**src/rtl/mc_game_engine.sv**
```systemverilog
// River-crossing game engine: accepts moves over valid/ready, checks legality and
// safety, updates the bank state and reports the outcome through registered outputs.
module mc_game_engine #(
   parameter  int NUM_PAIRS  = 3,
   parameter  int BOAT_CAP   = 2,
   parameter  int MOVE_LIMIT = 15,
   localparam int W          = $clog2(NUM_PAIRS + 1),
   localparam int MW         = $clog2(MOVE_LIMIT + 1)
) (
   input  logic          clock,
   input  logic          reset,
   input  logic          restart,
   input  logic          move_valid,
   output logic          move_ready,
   input  logic [W-1:0]  move_m,
   input  logic [W-1:0]  move_c,
   output logic [W-1:0]  missionary_left,
   output logic [W-1:0]  cannibal_left,
   output logic          boat_side,
   output logic [MW-1:0] move_count,
   output logic          result_valid,
   output logic [1:0]    result_code,
   output logic [2:0]    finish
);

   typedef enum logic [1:0] {S_PLAY, S_CHECK, S_DONE} state_t;
   typedef enum logic [1:0] {RC_OK, RC_ILLEGAL, RC_UNSAFE, RC_WON} result_t;

   localparam logic [W-1:0]  L_NP    = W'(NUM_PAIRS);
   localparam logic [W:0]    L_CAP   = (W + 1)'(BOAT_CAP);
   localparam logic [MW-1:0] L_LIMIT = MW'(MOVE_LIMIT);

   localparam logic [2:0] FIN_PLAY  = 3'b000;
   localparam logic [2:0] FIN_WON   = 3'b001;
   localparam logic [2:0] FIN_LOST  = 3'b010;
   localparam logic [2:0] FIN_LIMIT = 3'b100;

   state_t        r_state, w_state_n;
   result_t       r_rc, w_rc_n;
   logic [W-1:0]  r_ml, r_cl, r_mm, r_mc;
   logic [W-1:0]  w_ml_n, w_cl_n, w_mm_n, w_mc_n;
   logic          r_boat, w_boat_n;
   logic [MW-1:0] r_count, w_count_n;
   logic [2:0]    r_finish, w_finish_n;
   logic          r_rv, w_rv_n;
   logic          r_ready;

   logic [W:0]    w_sum;
   logic [W-1:0]  w_avail_m, w_avail_c;
   logic [W-1:0]  w_ml_mv, w_cl_mv, w_mr_mv, w_cr_mv;
   logic [MW-1:0] w_cnt_inc;
   logic          w_legal, w_unsafe, w_win, w_limit;

   // Evaluation always works on the move latched at the handshake, never on live inputs.
   assign w_sum     = {1'b0, r_mm} + {1'b0, r_mc};
   assign w_avail_m = r_boat ? (L_NP - r_ml) : r_ml;
   assign w_avail_c = r_boat ? (L_NP - r_cl) : r_cl;
   assign w_legal   = (w_sum != '0) && (w_sum <= L_CAP) &&
                      (r_mm <= w_avail_m) && (r_mc <= w_avail_c);

   assign w_ml_mv   = r_boat ? (r_ml + r_mm) : (r_ml - r_mm);
   assign w_cl_mv   = r_boat ? (r_cl + r_mc) : (r_cl - r_mc);
   assign w_mr_mv   = L_NP - w_ml_mv;
   assign w_cr_mv   = L_NP - w_cl_mv;
   assign w_unsafe  = ((w_ml_mv != '0) && (w_cl_mv > w_ml_mv)) ||
                      ((w_mr_mv != '0) && (w_cr_mv > w_mr_mv));
   assign w_win     = (w_ml_mv == '0) && (w_cl_mv == '0);
   assign w_cnt_inc = r_count + MW'(1);
   assign w_limit   = (w_cnt_inc == L_LIMIT);

   always_comb begin
      // NOTE: every output of this block gets a default first so no latch is inferred.
      w_state_n  = r_state;
      w_rc_n     = r_rc;
      w_ml_n     = r_ml;
      w_cl_n     = r_cl;
      w_mm_n     = r_mm;
      w_mc_n     = r_mc;
      w_boat_n   = r_boat;
      w_count_n  = r_count;
      w_finish_n = r_finish;
      w_rv_n     = 1'b0;
      case (r_state)
         S_PLAY: begin
            if (move_valid && r_ready) begin
               w_mm_n    = move_m;
               w_mc_n    = move_c;
               w_state_n = S_CHECK;
            end
         end
         S_CHECK: begin
            w_rv_n    = 1'b1;
            w_state_n = S_PLAY;
            if (!w_legal) begin
               w_rc_n = RC_ILLEGAL;
            end else begin
               w_ml_n    = w_ml_mv;
               w_cl_n    = w_cl_mv;
               w_boat_n  = ~r_boat;
               w_count_n = w_cnt_inc;
               w_rc_n    = RC_OK;
               if (w_unsafe) begin
                  w_rc_n     = RC_UNSAFE;
                  w_finish_n = FIN_LOST;
                  w_state_n  = S_DONE;
               end else if (w_win) begin
                  w_rc_n     = RC_WON;
                  w_finish_n = FIN_WON;
                  w_state_n  = S_DONE;
               end else if (w_limit) begin
                  w_finish_n = FIN_LIMIT;
                  w_state_n  = S_DONE;
               end
            end
         end
         default: ;
      endcase
   end

   always_ff @(posedge clock) begin
      // NOTE: state registers use non-blocking assignments so all update together at the edge.
      if (reset || restart) begin
         r_state  <= S_PLAY;
         r_rc     <= RC_OK;
         r_ml     <= L_NP;
         r_cl     <= L_NP;
         r_mm     <= '0;
         r_mc     <= '0;
         r_boat   <= 1'b0;
         r_count  <= '0;
         r_finish <= FIN_PLAY;
         r_rv     <= 1'b0;
         r_ready  <= 1'b1;
      end else begin
         r_state  <= w_state_n;
         r_rc     <= w_rc_n;
         r_ml     <= w_ml_n;
         r_cl     <= w_cl_n;
         r_mm     <= w_mm_n;
         r_mc     <= w_mc_n;
         r_boat   <= w_boat_n;
         r_count  <= w_count_n;
         r_finish <= w_finish_n;
         r_rv     <= w_rv_n;
         r_ready  <= (w_state_n == S_PLAY);
      end
   end

   assign move_ready      = r_ready;
   assign missionary_left = r_ml;
   assign cannibal_left   = r_cl;
   assign boat_side       = r_boat;
   assign move_count      = r_count;
   assign result_valid    = r_rv;
   assign result_code     = r_rc;
   assign finish          = r_finish;

endmodule

```
**config.mk**
```make
export PLATFORM = sky130hd
export DESIGN_NAME = mc_game_engine
export DESIGN_NICKNAME = d
export VERILOG_FILES = /design/src/rtl/mc_game_engine.sv
export SDC_FILE = /design/constraint.sdc
export NUM_CORES = 1
export LEC_CHECK = 0
export CELL_PAD_IN_SITES_DETAIL_PLACEMENT = 0
export CELL_PAD_IN_SITES_GLOBAL_PLACEMENT = 2
export CORE_ASPECT_RATIO = 0.5
export CORE_MARGIN = 4
export CORE_UTILIZATION = 34
export DETAILED_ROUTE_END_ITERATION = 8
export PLACE_DENSITY_LB_ADDON = 0.1
export SYNTH_ARGS = -nofsm -noshare
export SYNTH_HDL_FRONTEND = slang
export SYNTH_SLANG_ARGS = --single-unit
```
**constraint.sdc**
```tcl
create_clock -name clock -period 5.8 [get_ports clock]
set_input_delay 1.16 -clock clock [delete_from_list [all_inputs] [get_ports clock]]
set_output_delay 1.16 -clock clock [all_outputs]
set_load 0.02 [all_outputs]
```
==> flow_summary.toml, run 1 <==
[clock_network]
cts_inserted_buffers = 3
insertion_delay_ps = 270
htree_num_levels = 1
cts_tree = "yes"
clk_pin_slew_worst_paths_ps = 80
clockBufferDepth = 2
hold_buffers = 0
post_cts_buffers = 0
ctsResizeCount = 0
cts.sinks = 22
root_buffer = "clkbuf_8"

[detailed_routing]
dr.first_iter.drc_count = 23
first_pass_iters = 4
viasPerCell = 4.71
postRouteAntennaNets = 0
remaining_drc_errors = 0
wl_per_cell_um = 12.4
route.vias.total = 1007
routed_wl_mm = 2.66

[sta]
finalCritPeriodShare_pct = 47.6
hold_ws_ps = 480
hold_viol = 0
max_freq_ghz = 0.362
fin_setup_tns_ps = 0
rsz0062_at_grt = "no"
tightest_slew_ps = 1050
maxSlewHeadroom_pct = 29.6
setup_slack_ps = 3040
finalCriticalPeriod_ps = 2760
skew_ps = 3.10
slew_viol_final = 0
setup_violations = 0

[global_routing]
grt_pass1_wl_mm = 4.41
gr-usage-all-layers_pct = 12.0
grt_antenna_before_repair = 0
grt_pass1_vias = 926
grt_max_degree = 16
overflow = 0

[finish]
antennaDiodeCount = 0
area_growth_pct = 25.5
nets = 185
drive_above_1_share_pct = 7.98
final_util_pct = 46.0
design_area_sq_um = 1630

[critical_path]
crit_fanout = 8
cp_data_required_time_ps = 4640
crit_buf_inv = 1
cp_slowest_stage_delay_ps = 700
critPathCaptureType = "primary output"
crit_slowest_cell = "clkdlybuf4s50_1"
crit_chain = "clkdlybuf4s50_1"
worstSetupPathType = "reg2out"
crit_family = "buffers and inverters"
worstPathArrival_ps = 1600
start_kind = "flip-flop"

[yosys]
synth.most_common_cell = "dfxtp_1"
syn-instance-count = 141
yosysTopAreaCell = "dfxtp_1"
synthesis.area_sq_um = 1300
synthDominantCellAreaShare_pct = 33.8
avgSynthCellArea_sq_um = 9.23
synth.distinct_cells = 34
synth_seq_cells = 22
yosysSeqAreaShare_pct = 33.8
yosysWarningCount = 0
syn-num-nets = 162
synth-main-ff-cell = "dfxtp_1"
synth_edf_count = 0
async_reset_ff_share_pct = 0
synthTopCellsByCount = "dfxtp_1 (22), nor2_1 (14), ha_1 (12), nand2_1 (12)"
synthTopCellsByArea = "dfxtp_1 (34%), ha_1 (12%), xnor2_1 (5.4%), nor2_1 (4.0%), a21oi_1 (3.5%)"

[placement]
gp_congestion = 0.713
place_ws_ps = 2860
postPlaceCellArea_sq_um = 1560
port_buffers = 23
hpwl_mm = 2.03

[pwr]
leakage_nw = 0.652
power.density_nw_per_um2 = 214
irDropWorstVdd_uv = 63.4

[floorplanning]
io_pins = 24
dieWidth_um = 95.5
die-area_sq_um = 4940
rows = 15
start_util_pct = 36.7
die_h_um = 51.7
core_area_sq_um = 3550

[worst_hold_path]
min_path_type = "reg2reg"

[status]
status = "complete, no violations"

[job]
drv_cap = 0
[per-stage QoR]
| step | instances | power (mW) |
|---|---|---|
| after global routing | 214 | 0.369 |
| final | 214 | 0.350 |
| after global placement | 210 | 0.208 |
| after floorplan | 141 | 0.195 |
| after detailed placement | 210 | 0.208 |
| after CTS | 214 | 0.356 |
[routing by layer]
metal  GRT usage [%]  part of all wire, %
met1            16.4                   54
met2            18.0                   41
met3            4.62                  4.7
met4            2.12                 0.41
met5               0                    0
[cell type report]
type | count | area [sq um]
Clock inverter | 1 | 30.0
Clock buffer | 3 | 41.3
Multi-Input combinational cell | 105 | 793
Tap cell | 51 | 63.8
Inverter | 9 | 33.8
Fill cell | 353 | 1910
Timing Repair Buffer | 23 | 230
Sequential cell | 22 | 440
[cells in the final DEF (no fill, tap or decap), types with 2 or more instances in the layout]
cell type	n
nand3_1	4
o211ai_1	3
nand2b_1	2
nand2_1	12
nor2_1	14
or2_2	2
nor3_1	4
inv_1	9
a21oi_1	9
xor2_1	3
o21a_1	2
xnor2_1	8
clkbuf_8	3
o21ai_0	4
clkdlybuf4s50_1	23
nor2b_4	2
ha_1	12
dfxtp_1	22
nor2b_1	6
mux2i_1	4
[registers in the layout (all words and copies together), names as in the netlist, 2 cells and up]
name and count:
cannibal_left 2, move_count 4, missionary_left 2, result_code 2, r_state 2, r_mc 2, finish 3, r_mm 2
[logic make-up after synthesis]
family          after synthesis  synth area share, %
buf+inv                      14                 5.19
xor+xnor                     13                 11.0
mux                           4                 3.08
simple gates                 51                 21.5
compound gates               24                 12.3
flops                        22                 33.8
fa+ha+maj                    13                 13.1
[power breakdown]
part	internal (mW)	switching (mW)	total (mW)
clock	0.0922	0.0529	0.145
combinational	0.0228	0.0256	0.0484
sequential	0.153	0.00276	0.156
[final timing paths]
check / slack, ps / startpoint / depth (start not counted) / end
worst min register to register: 480 / finish[1] / 2 / finish[1]
worst max-delay path: 3040 / boat_side / 1 / boat_side
worst max register to register: 3220 / boat_side / 7 / finish[0]
worst min-delay path: 480 / finish[1] / 2 / finish[1]
(Power assumes the default switching activity.)
==> run 2, diff against run 1 <==
--- a/config.mk
+++ b/config.mk
@@ -9,7 +9,7 @@
 export CELL_PAD_IN_SITES_GLOBAL_PLACEMENT = 2
 export CORE_ASPECT_RATIO = 0.5
 export CORE_MARGIN = 4
-export CORE_UTILIZATION = 34
+export CORE_UTILIZATION = 28
 export DETAILED_ROUTE_END_ITERATION = 8
 export PLACE_DENSITY_LB_ADDON = 0.1
 export SYNTH_ARGS = -nofsm -noshare
==> constraint.sdc (replaced) <==
create_clock -name clock -period 2.4 [get_ports clock]
set_input_delay 0.48 -clock clock [delete_from_list [all_inputs] [get_ports clock]]
set_output_delay 0.48 -clock clock [all_outputs]
set_load 0.02 [all_outputs]
==> flow_summary.toml, run 2 (synthesized netlist as in run 1, its figures left out) <==
[status]
status = "complete, no violations"

[critical_path]
r2r_end = "finish[0]"
crit_fanout = 4
cp_data_required_time_ps = 2550
rr_startpoint = "cannibal_left[0]"
cp_slowest_stage_delay_ps = 350
start_kind = "flip-flop"
crit_slowest_cell = "dfxtp_2"
critPathCaptureType = "flip-flop"
reg2regPathDepth = 9
crit_chain = "ha_1, xnor2_2, xnor3_2, ha_4, nor2b_1, o31a_1, o211ai_2, or2_2, nor3b_2"
worstPathArrival_ps = 2430
worstSetupPathType = "reg2reg"
reg2reg_slack_ps = 120

[sta]
finalCriticalPeriod_ps = 2280
hold_viol = 0
setup_slack_ps = 115
maxSlewHeadroom_pct = 62.1
skew_ps = 4.68
max_freq_ghz = 0.438
slew_viol_final = 0
finalCritPeriodShare_pct = 95.2
hold_ws_ps = 481
fin_setup_tns_ps = 0
tightest_slew_ps = 566
setup_violations = 0

[detailed_routing]
viasPerCell = 4.47
wl_per_cell_um = 12.6
dr.first_iter.drc_count = 28
remaining_drc_errors = 0
routed_wl_mm = 2.90
postRouteAntennaNets = 0
first_pass_iters = 4
route.vias.total = 1028

[clock_network]
insertion_delay_ps = 260
cts.sinks = 22
cts_inserted_buffers = 3
root_buffer = "clkbuf_8"
clk_pin_slew_worst_paths_ps = 80
clockBufferDepth = 2
cts_tree = "yes"
hold_buffers = 0
htree_num_levels = 1

[global_routing]
grt_pass1_wl_mm = 4.82
gr-usage-all-layers_pct = 10.2
overflow = 0
grt_antenna_before_repair = 0
grt_max_degree = 16
grt_pass1_vias = 997

[placement]
place_ws_ps = 78.1
hpwl_mm = 2.26
gp_congestion = 0.728
port_buffers = 23

[job]
drv_cap = 0

[worst_hold_path]
whs_path_depth = 2
min_path_type = "reg2reg"
min_from = "finish[1]"
hold_end = "finish[1]"

[floorplanning]
io_pins = 24
start_util_pct = 29.3
die-area_sq_um = 5870
die_h_um = 56.2
core_area_sq_um = 4450
dieWidth_um = 104
rows = 17

[pwr]
pwr-share-comb_pct = 16.2
sw_frac_of_total_pct = 23.0
irDropWorstVdd_uv = 183
leakage_nw = 0.701
pwr-share-clk_pct = 40.1
p_seq_share_pct = 43.7
p_switching_mw = 0.198
power.density_nw_per_um2 = 492
intPower_mw = 0.665

[finish]
largest_reg_flops = 4
antennaDiodeCount = 0
final_common_cell = "clkdlybuf4s50_1"
layout_common_cells = "clkdlybuf4s50_1 (23), dfxtp_1 (18), nor2_1 (14)"
nets = 195
drive_above_1_share_pct = 19.1
area_growth_pct = 34.8
-- run 2: changes by cell type in the layout (fill, tap and decap cells not counted), sizes merged --
| cell | previous run | this run |
|---|---|---|
| buf | 0 | 10 |
-- run 2: layer usage --
layer,vias up,global-route usage [%],wire (um)
met5,-,0,0
met4,0,1.14,13
met3,2,3.94,123
met2,17,15.2,1190
met1,469,14.4,1580
li1,540,-,-
-- run 2: per-stage QoR --
step,utilization (%),instances,power [mW],instance area (sq um)
floorplan,-,141,0.470,1300
global placement,36.8,225,0.513,1640
finish,39.5,230,0.863,1750
CTS,38.4,229,0.864,1710
global route,39.5,230,0.909,1750
detailed placement,36.8,225,0.513,1640
-- run 2: area by class of cell --
type	count	area [sq um]
Tap cell	57	71.3
Sequential cell	22	445
Fill cell	449	2690
Inverter	9	33.8
Multi-Input combinational cell	105	827
Timing Repair Buffer	33	305
Clock inverter	1	30.0
Clock buffer	3	41.3
-- run 2: critical path: cells and delay by family, from the launching register on --
family                   cells  cell delay [ps]
adder cells (fa/ha/maj)      2              520
AO/OA/AOI/OAI                2              260
XOR/XNOR                     2              450
flip-flops                   1              350
AND/OR/NAND/NOR              3              590
-- run 2: worst max path at each step --
stage	from	to	slack (ps)	depth (start not counted)
6_report	cannibal_left[0]	finish[0]	120	9
5_1_grt	missionary_left[0]	finish[0]	-20	10
4_1_cts	cannibal_left[0]	finish[0]	50	9
3_5_place_dp	r_mm[0]	move_ready	80	10
3_3_place_gp	r_mm[0]	move_ready	70	10
2_1_floorplan	cannibal_left[0]	finish[0]	60	9
-- run 2: timing repair --
action	CTS	global route
setup buffers	0	1
setup endpoints to repair	0	9
gates resized for setup	0	10
-- run 2: power groups by stage --
stage	combinational (mW)	clock [mW]	sequential [mW]
final	0.140	0.346	0.377
after global routing	0.157	0.373	0.378
after CTS	0.128	0.359	0.377
after detailed placement	0.127	0	0.386
after global placement	0.128	0	0.385
after floorplan	0.0832	0	0.387
